## config.mk

```make
export PLATFORM = sky130hd
export DESIGN_NAME = imm_extend_pipe
export DESIGN_NICKNAME = d
export VERILOG_FILES = /design/src/rtl/imm_pkg.sv /design/src/rtl/imm_extend_core.sv /design/src/rtl/imm_extend_pipe.sv
export SDC_FILE = /design/constraint.sdc
export NUM_CORES = 1
export LEC_CHECK = 0
export ABC_AREA = 1
export CAP_MARGIN = 0
export CORE_MARGIN = 10
export CORE_UTILIZATION = 35
export DETAILED_ROUTE_END_ITERATION = 8
export HOLD_SLACK_MARGIN = 0.1
export SLEW_MARGIN = 5
export SYNTH_ARGS = -nofsm -noshare
export SYNTH_HDL_FRONTEND = slang
export SYNTH_SLANG_ARGS = --single-unit
```

## constraint.sdc

```tcl
create_clock -name clk -period 3.54 [get_ports clk]
set_input_delay 0.531 -clock clk [delete_from_list [all_inputs] [get_ports clk]]
set_output_delay 0.531 -clock clk [all_outputs]
set_load 0.01 [all_outputs]
```

## src/rtl/imm_pkg.sv

```systemverilog
// ---------------------------------------------------------------------------
// imm_pkg
// Shared types and constants for the immediate generator.
//   imm_type_e    : 3-bit immediate type code (7 = no legal immediate)
//   OP_*          : RV opcode constants used by the auto-decoder
//   imm_payload_t : one buffered result {imm, imm_t, illegal}; imm is held at
//                   the widest supported XLEN (64) and narrowed at the output
// ---------------------------------------------------------------------------
package imm_pkg;

    typedef enum logic [2:0] {
        IMM_I   = 3'd0,
        IMM_S   = 3'd1,
        IMM_B   = 3'd2,
        IMM_J   = 3'd3,
        IMM_U   = 3'd4,
        IMM_Z   = 3'd5,
        IMM_SH  = 3'd6,
        IMM_ILL = 3'd7
    } imm_type_e;

    localparam logic [6:0] OP_LOAD   = 7'b0000011;
    localparam logic [6:0] OP_IMM    = 7'b0010011;
    localparam logic [6:0] OP_JALR   = 7'b1100111;
    localparam logic [6:0] OP_STORE  = 7'b0100011;
    localparam logic [6:0] OP_BRANCH = 7'b1100011;
    localparam logic [6:0] OP_JAL    = 7'b1101111;
    localparam logic [6:0] OP_LUI    = 7'b0110111;
    localparam logic [6:0] OP_AUIPC  = 7'b0010111;
    localparam logic [6:0] OP_SYSTEM = 7'b1110011;

    localparam int IMM_MAX_W = 64;

    typedef struct packed {
        logic [IMM_MAX_W-1:0] imm;
        imm_type_e            imm_t;
        logic                 illegal;
    } imm_payload_t;

endpackage

```

## src/rtl/imm_extend_core.sv

```systemverilog
// ---------------------------------------------------------------------------
// imm_extend_core
// Purely combinational immediate extractor/extender.
//   inst     in  [31:7]  instruction word without the opcode field
//   imm_type in  3       immediate type code
//   imm      out XLEN    sign/zero-extended immediate (0 for illegal)
//   illegal  out 1       type code had no legal immediate
// ---------------------------------------------------------------------------
module imm_extend_core
    import imm_pkg::*;
#(
    parameter int XLEN = 32
) (
    input  logic [31:7]     inst,
    input  imm_type_e       imm_type,
    output logic [XLEN-1:0] imm,
    output logic            illegal
);

    // Size casts of signed operands sign-extend; unsigned operands zero-extend.
    always_comb begin
        imm     = '0;
        illegal = 1'b0;
        case (imm_type)
            IMM_I:  imm = XLEN'($signed(inst[31:20]));
            IMM_S:  imm = XLEN'($signed({inst[31:25], inst[11:7]}));
            IMM_B:  imm = XLEN'($signed({inst[31], inst[7], inst[30:25],
                                         inst[11:8], 1'b0}));
            IMM_J:  imm = XLEN'($signed({inst[31], inst[19:12], inst[20],
                                         inst[30:21], 1'b0}));
            IMM_U:  imm = XLEN'($signed({inst[31:12], 12'b0}));
            IMM_Z:  imm = XLEN'(inst[19:15]);
            IMM_SH: imm = (XLEN == 64) ? XLEN'(inst[25:20]) : XLEN'(inst[24:20]);
            default: begin
                imm     = '0;
                illegal = 1'b1;
            end
        endcase
    end

endmodule

```

## src/rtl/imm_extend_pipe.sv

```systemverilog
// ---------------------------------------------------------------------------
// imm_extend_pipe
// Pipelined immediate generator with a registered output and a one-entry
// skid register behind it.
//   clk, rst     sole clock; synchronous active-high reset
//   in_valid/in_ready/inst/imm_src    input handshake + word (+ manual type)
//   out_valid/out_ready               output handshake
//   imm_ext, imm_type, imm_illegal    result of the word in the main register
//   illegal_cnt  saturating count of accepted illegal words
//
// Buffer occupancy (main_valid_q, skid_valid_q):
//   state | meaning
//   0,0   | empty, in_ready=1
//   1,0   | one word presented at the output, in_ready=1
//   1,1   | full, in_ready=0 until main drains
// ---------------------------------------------------------------------------
module imm_extend_pipe
    import imm_pkg::*;
#(
    parameter int XLEN        = 32,
    parameter bit AUTO_DECODE = 1'b1,
    parameter int CNT_W       = 16
) (
    input  logic             clk,
    input  logic             rst,
    input  logic             in_valid,
    output logic             in_ready,
    input  logic [31:0]      inst,
    input  logic [2:0]       imm_src,
    output logic             out_valid,
    input  logic             out_ready,
    output logic [XLEN-1:0]  imm_ext,
    output logic [2:0]       imm_type,
    output logic             imm_illegal,
    output logic [CNT_W-1:0] illegal_cnt
);

    logic [6:0]      opcode;
    logic [2:0]      funct3;
    imm_type_e       auto_type;
    imm_type_e       sel_type;
    logic [XLEN-1:0] core_imm;
    logic            core_illegal;
    imm_payload_t    new_pl;

    imm_payload_t    main_q, main_d;
    imm_payload_t    skid_q, skid_d;
    logic            main_valid_q, main_valid_d;
    logic            skid_valid_q, skid_valid_d;
    logic [CNT_W-1:0] cnt_q, cnt_d;

    logic            accept;
    logic            drain;

    assign opcode = inst[6:0];
    assign funct3 = inst[14:12];

    always_comb begin
        auto_type = IMM_ILL;
        case (opcode)
            OP_LOAD, OP_JALR: auto_type = IMM_I;
            // shift-immediates carry a shamt, not a 12-bit immediate
            OP_IMM:    auto_type = (funct3 == 3'b001 || funct3 == 3'b101) ? IMM_SH : IMM_I;
            OP_STORE:  auto_type = IMM_S;
            OP_BRANCH: auto_type = IMM_B;
            OP_JAL:    auto_type = IMM_J;
            OP_LUI, OP_AUIPC: auto_type = IMM_U;
            // funct3[2] selects the CSR*I forms with a 5-bit uimm
            OP_SYSTEM: auto_type = funct3[2] ? IMM_Z : IMM_I;
            default:   auto_type = IMM_ILL;
        endcase
    end

    assign sel_type = AUTO_DECODE ? auto_type : imm_type_e'(imm_src);

    imm_extend_core #(
        .XLEN (XLEN)
    ) u_core (
        .inst     (inst[31:7]),
        .imm_type (sel_type),
        .imm      (core_imm),
        .illegal  (core_illegal)
    );

    always_comb begin
        new_pl         = '0;
        new_pl.imm     = IMM_MAX_W'(core_imm);
        new_pl.imm_t   = sel_type;
        new_pl.illegal = core_illegal;
    end

    // in_ready depends only on registered state, never on out_ready.
    assign accept = in_valid && !skid_valid_q;
    assign drain  = main_valid_q && out_ready;

    always_comb begin
        main_d       = main_q;
        skid_d       = skid_q;
        main_valid_d = main_valid_q;
        skid_valid_d = skid_valid_q;
        cnt_d        = cnt_q;

        if (!main_valid_q || drain) begin
            if (skid_valid_q) begin
                // accept is impossible here since in_ready is low while skid is full
                main_d       = skid_q;
                main_valid_d = 1'b1;
                skid_valid_d = 1'b0;
            end else if (accept) begin
                main_d       = new_pl;
                main_valid_d = 1'b1;
            end else begin
                main_valid_d = 1'b0;
            end
        end else if (accept) begin
            skid_d       = new_pl;
            skid_valid_d = 1'b1;
        end

        if (accept && new_pl.illegal && (cnt_q != '1)) begin
            cnt_d = cnt_q + 1'b1;
        end
    end

    always_ff @(posedge clk) begin
        if (rst) begin
            main_q       <= '0;
            skid_q       <= '0;
            main_valid_q <= 1'b0;
            skid_valid_q <= 1'b0;
            cnt_q        <= '0;
        end else begin
            main_q       <= main_d;
            skid_q       <= skid_d;
            main_valid_q <= main_valid_d;
            skid_valid_q <= skid_valid_d;
            cnt_q        <= cnt_d;
        end
    end

    assign in_ready    = !skid_valid_q;
    assign out_valid   = main_valid_q;
    assign imm_ext     = main_q.imm[XLEN-1:0];
    assign imm_type    = main_q.imm_t;
    assign imm_illegal = main_q.illegal;
    assign illegal_cnt = cnt_q;

endmodule
```

## Word level (Yosys, flattened, before mapping)

Index checks and enable logic that the tools add are counted.
Widths: inputs -> output; s select.

| word-level totals | value |
|---|---|
| bits in latches | 0 |
| flip-flop bits (word level) | 90 |
| memories | 0 |
| input bits | 39 |
| output and inout port bits | 54 |
| RAM bits | 0 |
| bits in read-only memories | 0 |

| cells by class | value |
|---|---|
| shift operators | 0 |
| $mul | 0 |
| order comparisons | 0 |
| mux-type cells | 9 |
| div/mod/pow operators | 0 |
| bitwise gates (word level) | 1 |
| reduce and logical (&&, ||, !) cells | 16 |
| add/sub/neg operators | 1 |
| equality and inequality tests | 18 |

Operators by type and width:

| cell | count |
|---|---|
| $pmux 32 s7 | 1 |
| $mux 36 | 2 |
| $eq 7x7->1 const B | 4 |
| $pmux 3 s7 | 1 |
| $add 16x1->16 const B | 1 |
| $ne 16x16->1 const B | 1 |
| $eq 7x5->1 const B | 2 |
| $eq 7x6->1 const B | 2 |
| $eq 3x3->1 const B | 4 |
| $eq 7x2->1 const B | 1 |
| $reduce_or 7->1 | 1 |
| $eq 3x1->1 const B | 2 |
| $eq 3x2->1 const B | 2 |
| $mux 3 | 2 |
| $reduce_or 2->1 | 3 |
| $logic_and 1x1->1 | 4 |
| $reduce_and 2->1 | 2 |
| $logic_not 3->1 | 1 |
| $mux 1 | 3 |
| $logic_not 1->1 | 2 |
| $logic_or 1x1->1 | 2 |
| $reduce_bool 2->1 | 1 |
| $not 1->1 | 1 |

## Depth between registers and ports, before layout

| logic depth | value |
|---|---|
| depth after elaboration | 9 |
| mapped depth | 15 |
| depth with buffers taken out | 15 |

## Modules after synthesis

Synthesis repeated with hierarchy kept, for this count alone.

| second synthesis, totals | value |
|---|---|
| cells, all modules | 654 |
| area total of the unflattened synthesis | 4428.0 sq um |

Modules (own cells, without submodules):

| module | instances | cells an instance | area an instance (sq um) |
|---|---|---|---|
| imm_extend_pipe | 1 | 566 | 4016.4 |
| imm_extend_core | 1 | 88 | 411.6 |

## Least setup slack after synthesis

OpenSTA, ideal clock, no wires.

| timing path | value |
|---|---|
| path kind | input-to-reg |
| from | input inst[1] |
| to | register skid_q[16] (netlist bit) |
| library setup time | 0.115 ns |
| data arrival time | 1.839 ns |
| stages on the path | 12 |
| data required time | 3.425 ns |
| setup slack | 1.586 ns |
| path through | nand2_1 nor2_2 nand2_1 nor2_1 nor2_1 nand2_1 nand2_1 nand2_4 buf_6 o21ai_0 o21ai_0 inv_1 |

| between the ends | value |
|---|---|
| longest elaborated chain between the ends | 5 |
| elaborated cells on any way between the ends | 20 |
| those cells by class | eq/ne (15); mux (2); reduce/logical (3) |

Ends and longest elaborated chain:

| item | RTL line | source |
|---|---|---|
| start, declared | imm_extend_pipe.sv:28 | `input logic [31:0] inst,` |
| $eq 7x6->1, or another cell as far along | imm_extend_pipe.sv:60 | `case (opcode)` |
| $reduce_or 2->1 | imm_extend_pipe.sv:60 |  |
| $pmux 3 s7 * | imm_extend_pipe.sv:60 |  |
| $eq 3x3->1, or another cell as far along | imm_extend_core.sv:24 | `case (imm_type)` |
| $pmux 32 s7 * | imm_extend_core.sv:24 |  |
| end signal, assigned | imm_extend_pipe.sv:134 | `skid_q <= skid_d;` |
| end, declared | imm_extend_pipe.sv:47 | `imm_payload_t skid_q, skid_d;` |

Mark *: on every way between the ends. The rest lies on a longest branch, timed or not.
A chain may end at the register's enable or synchronous reset.

## Final worst setup path

| timing path | value |
|---|---|
| from | register skid_valid_q |
| to | register main_q, in the netlist imm_ext[22] |

| between the ends | value |
|---|---|
| longest elaborated chain between the ends | 4 |
| elaborated cells on any way between the ends | 5 |
| those cells by class | mux (1); reduce/logical (4) |

Ends and longest elaborated chain:

| item | RTL line | source |
|---|---|---|
| start, declared | imm_extend_pipe.sv:49 | `logic skid_valid_q, skid_valid_d;` |
| start signal, assigned | imm_extend_pipe.sv:136 | `skid_valid_q <= skid_valid_d;` |
| $logic_not 1->1 | imm_extend_pipe.sv:93 | `assign accept = in_valid && !skid_valid_q;` |
| $logic_and 1x1->1 | imm_extend_pipe.sv:93 |  |
| $reduce_bool 2->1 (no line) | -- |  |
| $reduce_and 2->1 (no line) | -- |  |
| end signal, assigned | imm_extend_pipe.sv:133 | `main_q <= main_d;` |
| end, declared | imm_extend_pipe.sv:46 | `imm_payload_t main_q, main_d;` |

Parallel ways exist; a longest one is shown, timed or not.

==> summary.txt <==
outcome = complete, no violations
DRT iter0 DRCs = 297
cell area power density = 390 mW/mm²
total power = 2.28 mW
register area = 0.00180 mm²
CTS-repair resized insts = 0
hold path startpoint = imm_ext[27]
Leakage Power = 2.45 nW
full die area = 0.0180 mm²
fill cell count = 1322
Post-Synthesis Cells = 665
vias = 4497
most common flop cell mapped by yosys = dfxtp_1
layout cell share with drive strength beyond 1 = 8.51%
gp weighted congestion = 0.875
min cycle time layout = 2650 ps
f_max = 377 MHz
area grow syn2layout = 28.2%
Hold Buf Count CTS = 0
FFs w/ async S/R, synth = 0%
hold violation count in the final report = 0
root buf cell = clkbuf_16
number of setup violations in the final report = 0
detailed placement HPWL = 9330 µm
CP endpoint kind = register
top cells by area, synth = dfxtp_1 (39%), a21oi_1 (11%), nand2_1 (9.5%)
clock skew = 6.63 ps
Crit Path Max Fanout = 43
Final Max Tran Viols = 0
Ys Warns = 0
Clock Sinks = 90
io pins = 93
setup_tns = 0 ps
startpoint types = register
maximum root-to-sink buffer count = 2
R2R Path End = imm_ext[22]
Setup Fix Bufs, Post-CTS = 0
drt first pass iters = 5
DRC = 0
register bit total from synthesis = 90
Mapped Area = 0.00457 mm²
fin nets = 778
gr ovfl total = 0
area occupied by multi-input gates = 0.00227 mm²
clock buffer count from CTS = 9
die height = 134 µm
CTS tree = yes
largest net degree at the start of global routing = 61
critical path required time = 3810 ps
Post-synth EDFFs = 0
core area = 0.0127 mm²
syn nets = 705
H-tree levels = 3
Distinct cells, synth = 38
Avg Cell Area, Syn = 6.87 µm²
Clk Latency, worst-skew pair = 340 ps
largest area contributor in the netlist = dfxtp_1
Starting Density = 35.9%
R2R Setup Slk = 890 ps
Register-to-Register Path Depth = 7
top-area cell type share of the netlist area = 39.4%
period utilization = 75.0%
WHS Path Cells = 2
Worst Setup Path Type = register to register
GRT Util Overall = 14.2%
Min-Delay Path Class = register to register
WL final = 12800 µm
chip width = 134 µm
Final ANT Viol Nets = 0
RR Startpoint = skid_valid_q
site row count = 41
total of max-cap violations = 0
vias per inst = 4.93
Worst Hold End = imm_ext[27]
ant diodes = 0
Critical Path AT = 2920 ps
Peak VDD IR = 201 µV
port bufs = 89
initial antenna violation count = 0
vias in the first global route = 4286
Seq/Total Area, Yosys = 39.4%
global-route wire length before repair = 21300 µm
worst slew pin tran = 884 ps
WL per Instance = 14.1 µm
RSZ-0062 raised after global routing = no
relative slew slack = 41.0%
Worst-path clk slew = 60 ps
-- cells in the mapped netlist (3+ instances only) --
cell / count
o21ai_1: 10
nor2_2: 5
a21oi_2: 3
nor3_1: 9
inv_2: 4
o211ai_1: 13
inv_1: 86
o21ai_2: 3
nand3_1: 20
nor2_1: 59
nor2_4: 3
nand4_1: 16
a21oi_1: 103
o21ai_0: 53
nand2_4: 5
dfxtp_1: 90
o22ai_1: 4
nand2_1: 116
clkbuf_1: 28
nand2_2: 11
-- per-layer routing --
| metal | routed length, µm | GRT usage [%] | part of all wire, % | up-vias |
|---|---|---|---|---|
| met5 | 0 | 0 | 0 | - |
| met1 | 5910 | 17.8 | 46 | 2051 |
| met3 | 784 | 3.96 | 6.1 | 14 |
| li1 | - | - | - | 2317 |
| met4 | 214 | 5.56 | 1.7 | 0 |
| met2 | 5910 | 22.6 | 46 | 115 |
-- logic make-up after synthesis --
kind of cell	synth area share, %
and+or+nand+nor	26.0
AOI/OAI and AO/OA	22.9
buffers and inverters	10.8
DFF	39.4
xor gates and xnor gates	0.575
adders and majority gates	0.274
-- how the worst max path moves through the flow --
stage | to | cells after the start | slack (ps) | startpoint
3_5_place_dp | imm_ext[21] | 12 | 700 | inst[0]
5_1_grt | imm_ext[17] | 7 | 570 | skid_valid_q
2_1_floorplan | skid_q[16] | 12 | 1590 | inst[1]
4_1_cts | imm_ext[20] | 7 | 840 | skid_valid_q
6_report | imm_ext[22] | 7 | 890 | skid_valid_q
3_3_place_gp | imm_ext[21] | 12 | 760 | inst[1]
-- metrics by stage --
step	worst slack, ps	std cells	hold slack [ps]	util (%)	cell area, µm²
6_report	885	912	464	46.0	5860
5_1_grt	574	912	487	46.0	5860
4_1_cts	843	912	466	46.0	5860
3_5_place_dp	702	899	456	43.8	5570
3_3_place_gp	759	899	453	43.8	5570
2_1_floorplan	1590	665	445	-	4570
-- where the power goes --
part           leakage [nW]  switching [mW]  internal (mW)
registers             0.731          0.0191           1.05
clock network         0.136           0.384          0.553
logic                  1.58           0.161          0.118
total                  2.45           0.564           1.72
-- placed cells by master (no fill, tap or decap), types with 2 or more instances in the layout --
| master | netlist | final |
|---|---|---|
| o21ai_2 | 3 | 3 |
| inv_1 | 86 | 86 |
| o211ai_2 | 2 | 2 |
| xor2_1 | 2 | 2 |
| clkinv_1 | 2 | 2 |
| a21oi_2 | 3 | 3 |
| nand3_1 | 20 | 20 |
| o22ai_1 | 4 | 4 |
| nand4_1 | 16 | 16 |
| nand2_4 | 5 | 5 |
| nor2_1 | 59 | 59 |
| nor3_1 | 9 | 9 |
| nand2_1 | 116 | 116 |
| buf_4 | 0 | 6 |
| o21ai_0 | 53 | 53 |
| inv_2 | 4 | 4 |
| clkdlybuf4s50_1 | 0 | 88 |
| nor2_4 | 3 | 3 |
| o211ai_1 | 13 | 13 |
| nor2_2 | 5 | 5 |
| a21oi_1 | 103 | 103 |
| o21ai_1 | 10 | 10 |
| clkbuf_16 | 0 | 9 |
| nand2_2 | 11 | 11 |
| dfxtp_1 | 90 | 90 |
| nand3_2 | 2 | 2 |
-- layout make-up --
| cell class | count | area share (%) |
|---|---|---|
| multi-input cells | 449 | 38.8 |
| flip-flops and latches | 90 | 30.8 |
| repair buffers | 95 | 15.9 |
| inverters | 93 | 6.00 |
| clock buffers | 10 | 4.08 |
| well taps | 172 | 3.68 |
| clock inverters | 3 | 0.726 |
-- registers in the layout, summed over array words and instances (netlist names) --
| signal | count |
|---|---|
| imm_illegal | 1 |
| skid_valid_q | 1 |
| imm_ext | 32 |
| illegal_cnt | 16 |
| imm_type | 3 |
| skid_q | 36 |
| out_valid | 1 |
-- worst max-delay path: stages (launching register included) --
cell      delay [ps]
dfxtp_1          830
nor2_1           200
nor2_1           620
clkinv_1         220
buf_4            320
a21oi_1          170
o21ai_1          100
a21oi_1          120
No activity file was read; power rests on OpenSTA's default activity.
